==> src/rtl/hazard_unit_if.sv <==
// Bundle of pipeline-state inputs and stall/flush/forward outputs exchanged
// between the hazard unit (slave) and the pipeline controller/datapath (master).
interface hazard_unit_if;
  logic [4:0] rsD, rtD, rsE, rtE;
  logic [4:0] writeregE, writeregM, writeregW;
  logic       regwriteE, regwriteM, regwriteW;
  logic       memtoregE, memtoregM;
  logic       branchD;
  logic       write_hiloM, write_hiloW;
  logic       divE;
  logic       div_done;

  logic       div_start;
  logic       forwardAD, forwardBD;
  logic [1:0] forwardAE, forwardBE;
  logic [1:0] forward_hiloE;
  logic       stallF, stallD, stallE, stallM, stallW;
  logic       flushD, flushE, flushM, flushW;

  modport slave (
    input  rsD, rtD, rsE, rtE, writeregE, writeregM, writeregW,
           regwriteE, regwriteM, regwriteW, memtoregE, memtoregM,
           branchD, write_hiloM, write_hiloW, divE, div_done,
    output div_start, forwardAD, forwardBD, forwardAE, forwardBE, forward_hiloE,
           stallF, stallD, stallE, stallM, stallW, flushD, flushE, flushM, flushW
  );

  modport master (
    output rsD, rtD, rsE, rtE, writeregE, writeregM, writeregW,
           regwriteE, regwriteM, regwriteW, memtoregE, memtoregM,
           branchD, write_hiloM, write_hiloW, divE, div_done,
    input  div_start, forwardAD, forwardBD, forwardAE, forwardBE, forward_hiloE,
           stallF, stallD, stallE, stallM, stallW, flushD, flushE, flushM, flushW
  );
endinterface

==> src/rtl/hazard_unit.sv <==
// Hazard detection, forwarding selects and divide sequencing for the
// five-stage MIPS pipeline. All hazard outputs are combinational.
module hazard_unit (
  input logic           clk,
  input logic           rst,
  hazard_unit_if.slave  hz
);

  typedef enum logic [1:0] {IDLE, BUSY, DONE} divState_t;

  divState_t divState;
  logic      lwstall;
  logic      branchstall;
  logic      divstall;

  // Register 0 is hardwired to zero, so it never creates a dependency.
  function automatic logic regMatch(input logic [4:0] a, input logic [4:0] b);
    return (a != 5'd0) && (a == b);
  endfunction

  // DONE absorbs the cycle in which divE is still high as the divide leaves E.
  always_ff @(posedge clk) begin
    if (rst) begin
      divState <= IDLE;
    end else begin
      case (divState)
        IDLE:    if (hz.divE) divState <= BUSY;
        BUSY:    if (hz.div_done) divState <= DONE;
        DONE:    divState <= IDLE;
        default: divState <= IDLE;
      endcase
    end
  end

  always_comb begin
    lwstall          = 1'b0;
    branchstall      = 1'b0;
    divstall         = 1'b0;
    hz.div_start     = 1'b0;
    hz.forwardAE     = 2'b00;
    hz.forwardBE     = 2'b00;
    hz.forwardAD     = 1'b0;
    hz.forwardBD     = 1'b0;
    hz.forward_hiloE = 2'b00;

    if (!rst) begin
      if (hz.regwriteM && regMatch(hz.writeregM, hz.rsE))      hz.forwardAE = 2'b10;
      else if (hz.regwriteW && regMatch(hz.writeregW, hz.rsE)) hz.forwardAE = 2'b01;

      if (hz.regwriteM && regMatch(hz.writeregM, hz.rtE))      hz.forwardBE = 2'b10;
      else if (hz.regwriteW && regMatch(hz.writeregW, hz.rtE)) hz.forwardBE = 2'b01;

      hz.forwardAD = hz.regwriteM && regMatch(hz.writeregM, hz.rsD);
      hz.forwardBD = hz.regwriteM && regMatch(hz.writeregM, hz.rtD);

      if (hz.write_hiloM)      hz.forward_hiloE = 2'b01;
      else if (hz.write_hiloW) hz.forward_hiloE = 2'b10;

      lwstall = hz.memtoregE && hz.regwriteE &&
                (regMatch(hz.writeregE, hz.rsD) || regMatch(hz.writeregE, hz.rtD));

      branchstall = hz.branchD &&
        ((hz.regwriteE && (regMatch(hz.writeregE, hz.rsD) || regMatch(hz.writeregE, hz.rtD))) ||
         (hz.memtoregM && (regMatch(hz.writeregM, hz.rsD) || regMatch(hz.writeregM, hz.rtD))));

      hz.div_start = (divState == IDLE) && hz.divE;
      divstall     = ((divState == IDLE) && hz.divE) || (divState == BUSY);
    end
  end

  // E is frozen during a divide, so clearing it then would lose the divide.
  assign hz.stallF = lwstall || branchstall || divstall;
  assign hz.stallD = lwstall || branchstall || divstall;
  assign hz.stallE = divstall;
  assign hz.stallM = 1'b0;
  assign hz.stallW = 1'b0;
  assign hz.flushD = rst;
  assign hz.flushE = rst || ((lwstall || branchstall) && !divstall);
  assign hz.flushM = rst;
  assign hz.flushW = rst;

endmodule
==> src/flat_wrapper.sv <==
// flat-port wrapper written by rule: the top's interface ports become plain ports
module hazard_unit_flat 
  (clk, rst, hz_rsD, hz_rtD, hz_rsE, hz_rtE, hz_writeregE, hz_writeregM, hz_writeregW, hz_regwriteE, hz_regwriteM, hz_regwriteW, hz_memtoregE, hz_memtoregM, hz_branchD, hz_write_hiloM, hz_write_hiloW, hz_divE, hz_div_done, hz_div_start, hz_forwardAD, hz_forwardBD, hz_forwardAE, hz_forwardBE, hz_forward_hiloE, hz_stallF, hz_stallD, hz_stallE, hz_stallM, hz_stallW, hz_flushD, hz_flushE, hz_flushM, hz_flushW);
  hazard_unit_if hz_i ();
  input logic clk;
  input logic rst;
  input wire logic [$bits(hz_i.rsD)-1:0] hz_rsD;
  input wire logic [$bits(hz_i.rtD)-1:0] hz_rtD;
  input wire logic [$bits(hz_i.rsE)-1:0] hz_rsE;
  input wire logic [$bits(hz_i.rtE)-1:0] hz_rtE;
  input wire logic [$bits(hz_i.writeregE)-1:0] hz_writeregE;
  input wire logic [$bits(hz_i.writeregM)-1:0] hz_writeregM;
  input wire logic [$bits(hz_i.writeregW)-1:0] hz_writeregW;
  input wire logic [$bits(hz_i.regwriteE)-1:0] hz_regwriteE;
  input wire logic [$bits(hz_i.regwriteM)-1:0] hz_regwriteM;
  input wire logic [$bits(hz_i.regwriteW)-1:0] hz_regwriteW;
  input wire logic [$bits(hz_i.memtoregE)-1:0] hz_memtoregE;
  input wire logic [$bits(hz_i.memtoregM)-1:0] hz_memtoregM;
  input wire logic [$bits(hz_i.branchD)-1:0] hz_branchD;
  input wire logic [$bits(hz_i.write_hiloM)-1:0] hz_write_hiloM;
  input wire logic [$bits(hz_i.write_hiloW)-1:0] hz_write_hiloW;
  input wire logic [$bits(hz_i.divE)-1:0] hz_divE;
  input wire logic [$bits(hz_i.div_done)-1:0] hz_div_done;
  output wire logic [$bits(hz_i.div_start)-1:0] hz_div_start;
  output wire logic [$bits(hz_i.forwardAD)-1:0] hz_forwardAD;
  output wire logic [$bits(hz_i.forwardBD)-1:0] hz_forwardBD;
  output wire logic [$bits(hz_i.forwardAE)-1:0] hz_forwardAE;
  output wire logic [$bits(hz_i.forwardBE)-1:0] hz_forwardBE;
  output wire logic [$bits(hz_i.forward_hiloE)-1:0] hz_forward_hiloE;
  output wire logic [$bits(hz_i.stallF)-1:0] hz_stallF;
  output wire logic [$bits(hz_i.stallD)-1:0] hz_stallD;
  output wire logic [$bits(hz_i.stallE)-1:0] hz_stallE;
  output wire logic [$bits(hz_i.stallM)-1:0] hz_stallM;
  output wire logic [$bits(hz_i.stallW)-1:0] hz_stallW;
  output wire logic [$bits(hz_i.flushD)-1:0] hz_flushD;
  output wire logic [$bits(hz_i.flushE)-1:0] hz_flushE;
  output wire logic [$bits(hz_i.flushM)-1:0] hz_flushM;
  output wire logic [$bits(hz_i.flushW)-1:0] hz_flushW;
  assign hz_i.rsD = hz_rsD;
  assign hz_i.rtD = hz_rtD;
  assign hz_i.rsE = hz_rsE;
  assign hz_i.rtE = hz_rtE;
  assign hz_i.writeregE = hz_writeregE;
  assign hz_i.writeregM = hz_writeregM;
  assign hz_i.writeregW = hz_writeregW;
  assign hz_i.regwriteE = hz_regwriteE;
  assign hz_i.regwriteM = hz_regwriteM;
  assign hz_i.regwriteW = hz_regwriteW;
  assign hz_i.memtoregE = hz_memtoregE;
  assign hz_i.memtoregM = hz_memtoregM;
  assign hz_i.branchD = hz_branchD;
  assign hz_i.write_hiloM = hz_write_hiloM;
  assign hz_i.write_hiloW = hz_write_hiloW;
  assign hz_i.divE = hz_divE;
  assign hz_i.div_done = hz_div_done;
  assign hz_div_start = hz_i.div_start;
  assign hz_forwardAD = hz_i.forwardAD;
  assign hz_forwardBD = hz_i.forwardBD;
  assign hz_forwardAE = hz_i.forwardAE;
  assign hz_forwardBE = hz_i.forwardBE;
  assign hz_forward_hiloE = hz_i.forward_hiloE;
  assign hz_stallF = hz_i.stallF;
  assign hz_stallD = hz_i.stallD;
  assign hz_stallE = hz_i.stallE;
  assign hz_stallM = hz_i.stallM;
  assign hz_stallW = hz_i.stallW;
  assign hz_flushD = hz_i.flushD;
  assign hz_flushE = hz_i.flushE;
  assign hz_flushM = hz_i.flushM;
  assign hz_flushW = hz_i.flushW;
  hazard_unit u_core (.clk(clk), .rst(rst), .hz(hz_i));
endmodule
==> config.mk <==
export PLATFORM = sky130hd
export DESIGN_NAME = hazard_unit_flat
export DESIGN_NICKNAME = d
export VERILOG_FILES = /design/src/rtl/hazard_unit_if.sv /design/src/rtl/hazard_unit.sv /design/src/flat_wrapper.sv
export SDC_FILE = /design/constraint.sdc
export NUM_CORES = 1
export LEC_CHECK = 0
export BUFFER_PORTS_ARGS = -buffer_cell sky130_fd_sc_hd__buf_2
export CORE_MARGIN = 1
export CORE_UTILIZATION = 25
export CTS_BUF_LIST = sky130_fd_sc_hd__clkbuf_2
export CTS_CLUSTER_DIAMETER = 200
export DETAILED_ROUTE_END_ITERATION = 10
export GPL_TIMING_DRIVEN = 0
export PLACE_DENSITY = 0.63
export SYNTH_ARGS = -nofsm -noshare
export SYNTH_HDL_FRONTEND = slang
export SYNTH_SLANG_ARGS = --single-unit
==> constraint.sdc <==
create_clock -name clk -period 2.7 [get_ports clk]
set_clock_uncertainty 0.1 [all_clocks]
set_input_delay 0.27 -clock clk [delete_from_list [all_inputs] [get_ports clk]]
set_output_delay 0.27 -clock clk [all_outputs]
set_load 0.1 [all_outputs]
Word-level counts from Yosys, hierarchy flattened
Cells that the tools add are included.
{ "totals": {"ff_bits": 2, "input_bits": 47, "elab_cells": 64} }
{ "classes": {"n_eq_ne": 11, "n_mux": 18, "n_reduce_logical": 34} }
{ "op_table": {"columns": ["cell", "count"], "rows": [
  ["$eq A5 B5 Y1", 8],
  ["$logic_and A1 B1 Y1", 21],
  ["$mux W2", 9],
  ["$reduce_bool A5 Y1", 3],
  ["$mux W1", 8],
  ["$logic_or A1 B1 Y1", 7],
  ["$ne A2 B2 Y1 const B", 2],
  ["$pmux W2 S2", 1],
  ["$eq A2 B1 Y1 const B", 1],
  ["$logic_not A2 Y1", 1],
  ["$reduce_and A2 Y1", 1],
  ["$logic_not A1 Y1", 1]
]} }

Depth between registers and ports, before layout
{ "logic_depth": {"word_depth": 10, "mapped_depth": 7} }

Worst setup path after synthesis
Ideal clock, no wire load.
{ "synth_path": {"path_kind": "input -> output", "from": "input rst", "to": "output hz_div_start", "arrival_ns": 3.564, "required_ns": 2.330, "path_slack_ns": -1.234, "cell_stages": 2, "cell_sequence": "clkbuf_1 > nor4b_1"} }
{ "synth_between": {"elab_chain_len": 1} }
{ "synth_rtl": {"columns": ["element", "line", "text"], "rows": [
  ["start: declaration", "flat_wrapper.sv:6", "input logic rst;"],
  ["$mux W1", "hazard_unit.sv:46", "if (!rst) begin"],
  ["end: declaration", "flat_wrapper.sv:24", "output wire logic [$bits(hz_i.div_start)-1:0] hz_div_start;"]
]} }
No other way between the ends.

Worst setup path in the final report
{ "layout_path": {"from": "input rst", "to": "output hz_forwardAE[0]"} }
{ "layout_between": {"elab_chain_len": 1} }
{ "layout_rtl": {"columns": ["element", "line", "text"], "rows": [
  ["$mux W2", "hazard_unit.sv:46", null],
  ["end: declaration", "flat_wrapper.sv:27", "output wire logic [$bits(hz_i.forwardAE)-1:0] hz_forwardAE;"]
]} }
No other way between the ends.

==> results.cfg <==
[status]
outcome = complete, but fails checks
violations = DRC

[routing]
avgViaCountPerCell = 4.54
drc = 14
final_antenna_net_count = 0
drt-pass1-iter-count = 9
drt_iter0_drc = 23
wl_per_cell_um = 11.2
routed_wl_um = 2120
vias = 859

[floorplanning]
ioPinCount = 65
die_w_um = 57.2
core-area_um2 = 2830
rows = 19
die_h_um = 57.2
fp.dieArea_um2 = 3270
start_util_pct = 26.9

[placed_design]
numPlacedInstances = 186
port_buffers = 56
dp_hpwl_um = 1950
gp_congestion = 0.786

[setup_path]
critPathLaunchType = input pin
rrSetupSlack_ps = 1800
worst_ep_arrival_time_ps = 2060
cp-end-kind = output pin
path_class = in2out
cp.required_ps = 2330
crit_fanout = 9

[pwr]
ir_worst_vdd_v = 0.0000797
power_density_nw_per_um2 = 276
p_leak_uw = 0.000568

[layout]
area_growth_pct = 58.6
n_antenna_cell = 0
layout_common_cells = 56 x buf_2, 22 x xor2_1, 15 x xnor2_1
largestRegisters = u_core.divState: 2 flops
fin_nets = 207
layout.cells.non_filler = 189
largest_reg_flops = 2
max_flop_register = u_core.divState
final_common_cell = buf_2
layout-drive-gt1-share_pct = 53.8

[hold_path]
hold_class = in2reg

[timing]
finalSetupViolations = 0
post-route-period-util_pct = 90.0
min_period_ps = 2430
tightest_slew_ps = 569
hold_viol = 0
rsz0062_at_grt = false
final_max_slew_viol_count = 0
fmax_ghz = 0.412
setup_tns_ps = 0
relSlewSlack_pct = 61.7

[logic_synthesis]
synth_top_area_share_pct = 25.3
synth_mux_area_share_pct = 0
yosys.area_share.simple_pct = 27.0
synth_compound_area_share_pct = 10.0
synth_cell_types = 27
ys.flop_type = dfxtp_1
synth_warnings = 0
synth-edff-count = 0
synth_top_area_cell = xor2_1
synth_top_family_by_area = XOR/XNOR gates
synth_cells = 98
avgSynthCellArea_um2 = 7.76
synthesis.area_um2 = 761
synth-adder-area-share_pct = 0
synth_xor_xnor_area_share_pct = 46.1
ys_ff_latch = 2
synthTopCellsByArea = xor2_1 25%, xnor2_1 21%, buf_4 5.9%, dfxtp_1 5.3%, nand3_1 3.9%
ys_seq_area_share_pct = 5.26
synthArstFlopShare_pct = 0

[clock_network]
post_cts_resized = 0
clock_latency_ps = 190
cts_tree = done
cts_root_buf = clkbuf_2
clk_path_buf_depth = 2
hold_buffers = 0
clk_pin_slew_ps = 30
cts_buffers = 3
post-cts-setup-buffers = 0
h-tree-depth = 1
cts.sinks = 2

[grt]
grt_usage_pct = 12.9
met3_usage_pct = 2.04
use_met1_pct = 15.2
gr-total-overflow = 0
grt_pass1_vias = 828
grt_pass1_wl_um = 3370
grt_max_degree = 10
gr-usage-met2_pct = 24.7
antenna_found_initial = 0
busiest_layer = met2

[flow_run]
drv_cap = 0
==> per-layer routing <==
layer / share of wire [%] / wire length [um]
met1: 41 / 868
met5: 0 / 0
met4: 0 / 0
met2: 52 / 1110
met3: 6.8 / 144
==> worst max-delay path, stage by stage <==
cell and delay, ps:
clkbuf_2 170, inv_1 160, o211ai_1 120, or4_1 590, nor4_4 280, buf_2 460
==> where the power goes <==
part           leakage [uW]  switching, uW  total (uW)  internal, uW
clock             0.0000125           15.7        45.2          29.5
sequential        0.0000165           1.64        33.3          31.7
combinational      0.000539            165         255          89.6
==> synthesized netlist by cell type (3+ instances only) <==
cell type	number
o21ai_0	3
nor2_1	3
xor2_1	22
xnor2_1	18
o211ai_1	3
buf_4	6
nor3b_1	3
clkbuf_1	3
nand3_1	6
nor3_1	4
or4_1	4
==> cells by family after synthesis <==
| logic type | after synthesis |
|---|---|
| XOR/XNOR | 40 |
| AND/OR/NAND/NOR | 31 |
| buffers and inverters | 14 |
| AO/OA/AOI/OAI | 10 |
| flip-flops | 2 |
| other | 1 |
==> through the flow <==
stage          worst slack, ps  hold WS, ps  total power [uW]  utilization [%]  instance area [um2]
5_1_grt                    169          170               358             42.6                 1210
4_1_cts                    256          174               338             42.6                 1210
6_report                   271          187               333             42.6                 1210
3_3_place_gp               295          362               286             42.1                 1190
3_5_place_dp               263          373               290             42.1                 1190
2_1_floorplan             -582          266               224                -                  872
==> worst paths after layout <==
path         cells past startpoint            endpoint                from
max                              6     hz_forwardAE[0]                 rst
min                              2  u_core.divState[0]         hz_div_done
max reg2reg                      2  u_core.divState[0]  u_core.divState[0]
min reg2reg                      1  u_core.divState[0]  u_core.divState[0]
==> area by class of cell <==
type	count	area [um2]
Timing Repair Buffer	56	280
Multi-Input combinational cell	83	706
Sequential cell	2	40.0
Tap cell	31	38.8
Clock buffer	3	15.0
Inverter	2	7.51
Buffer	12	119
Fill cell	301	1620
No activity file was read; power rests on OpenSTA's default activity.
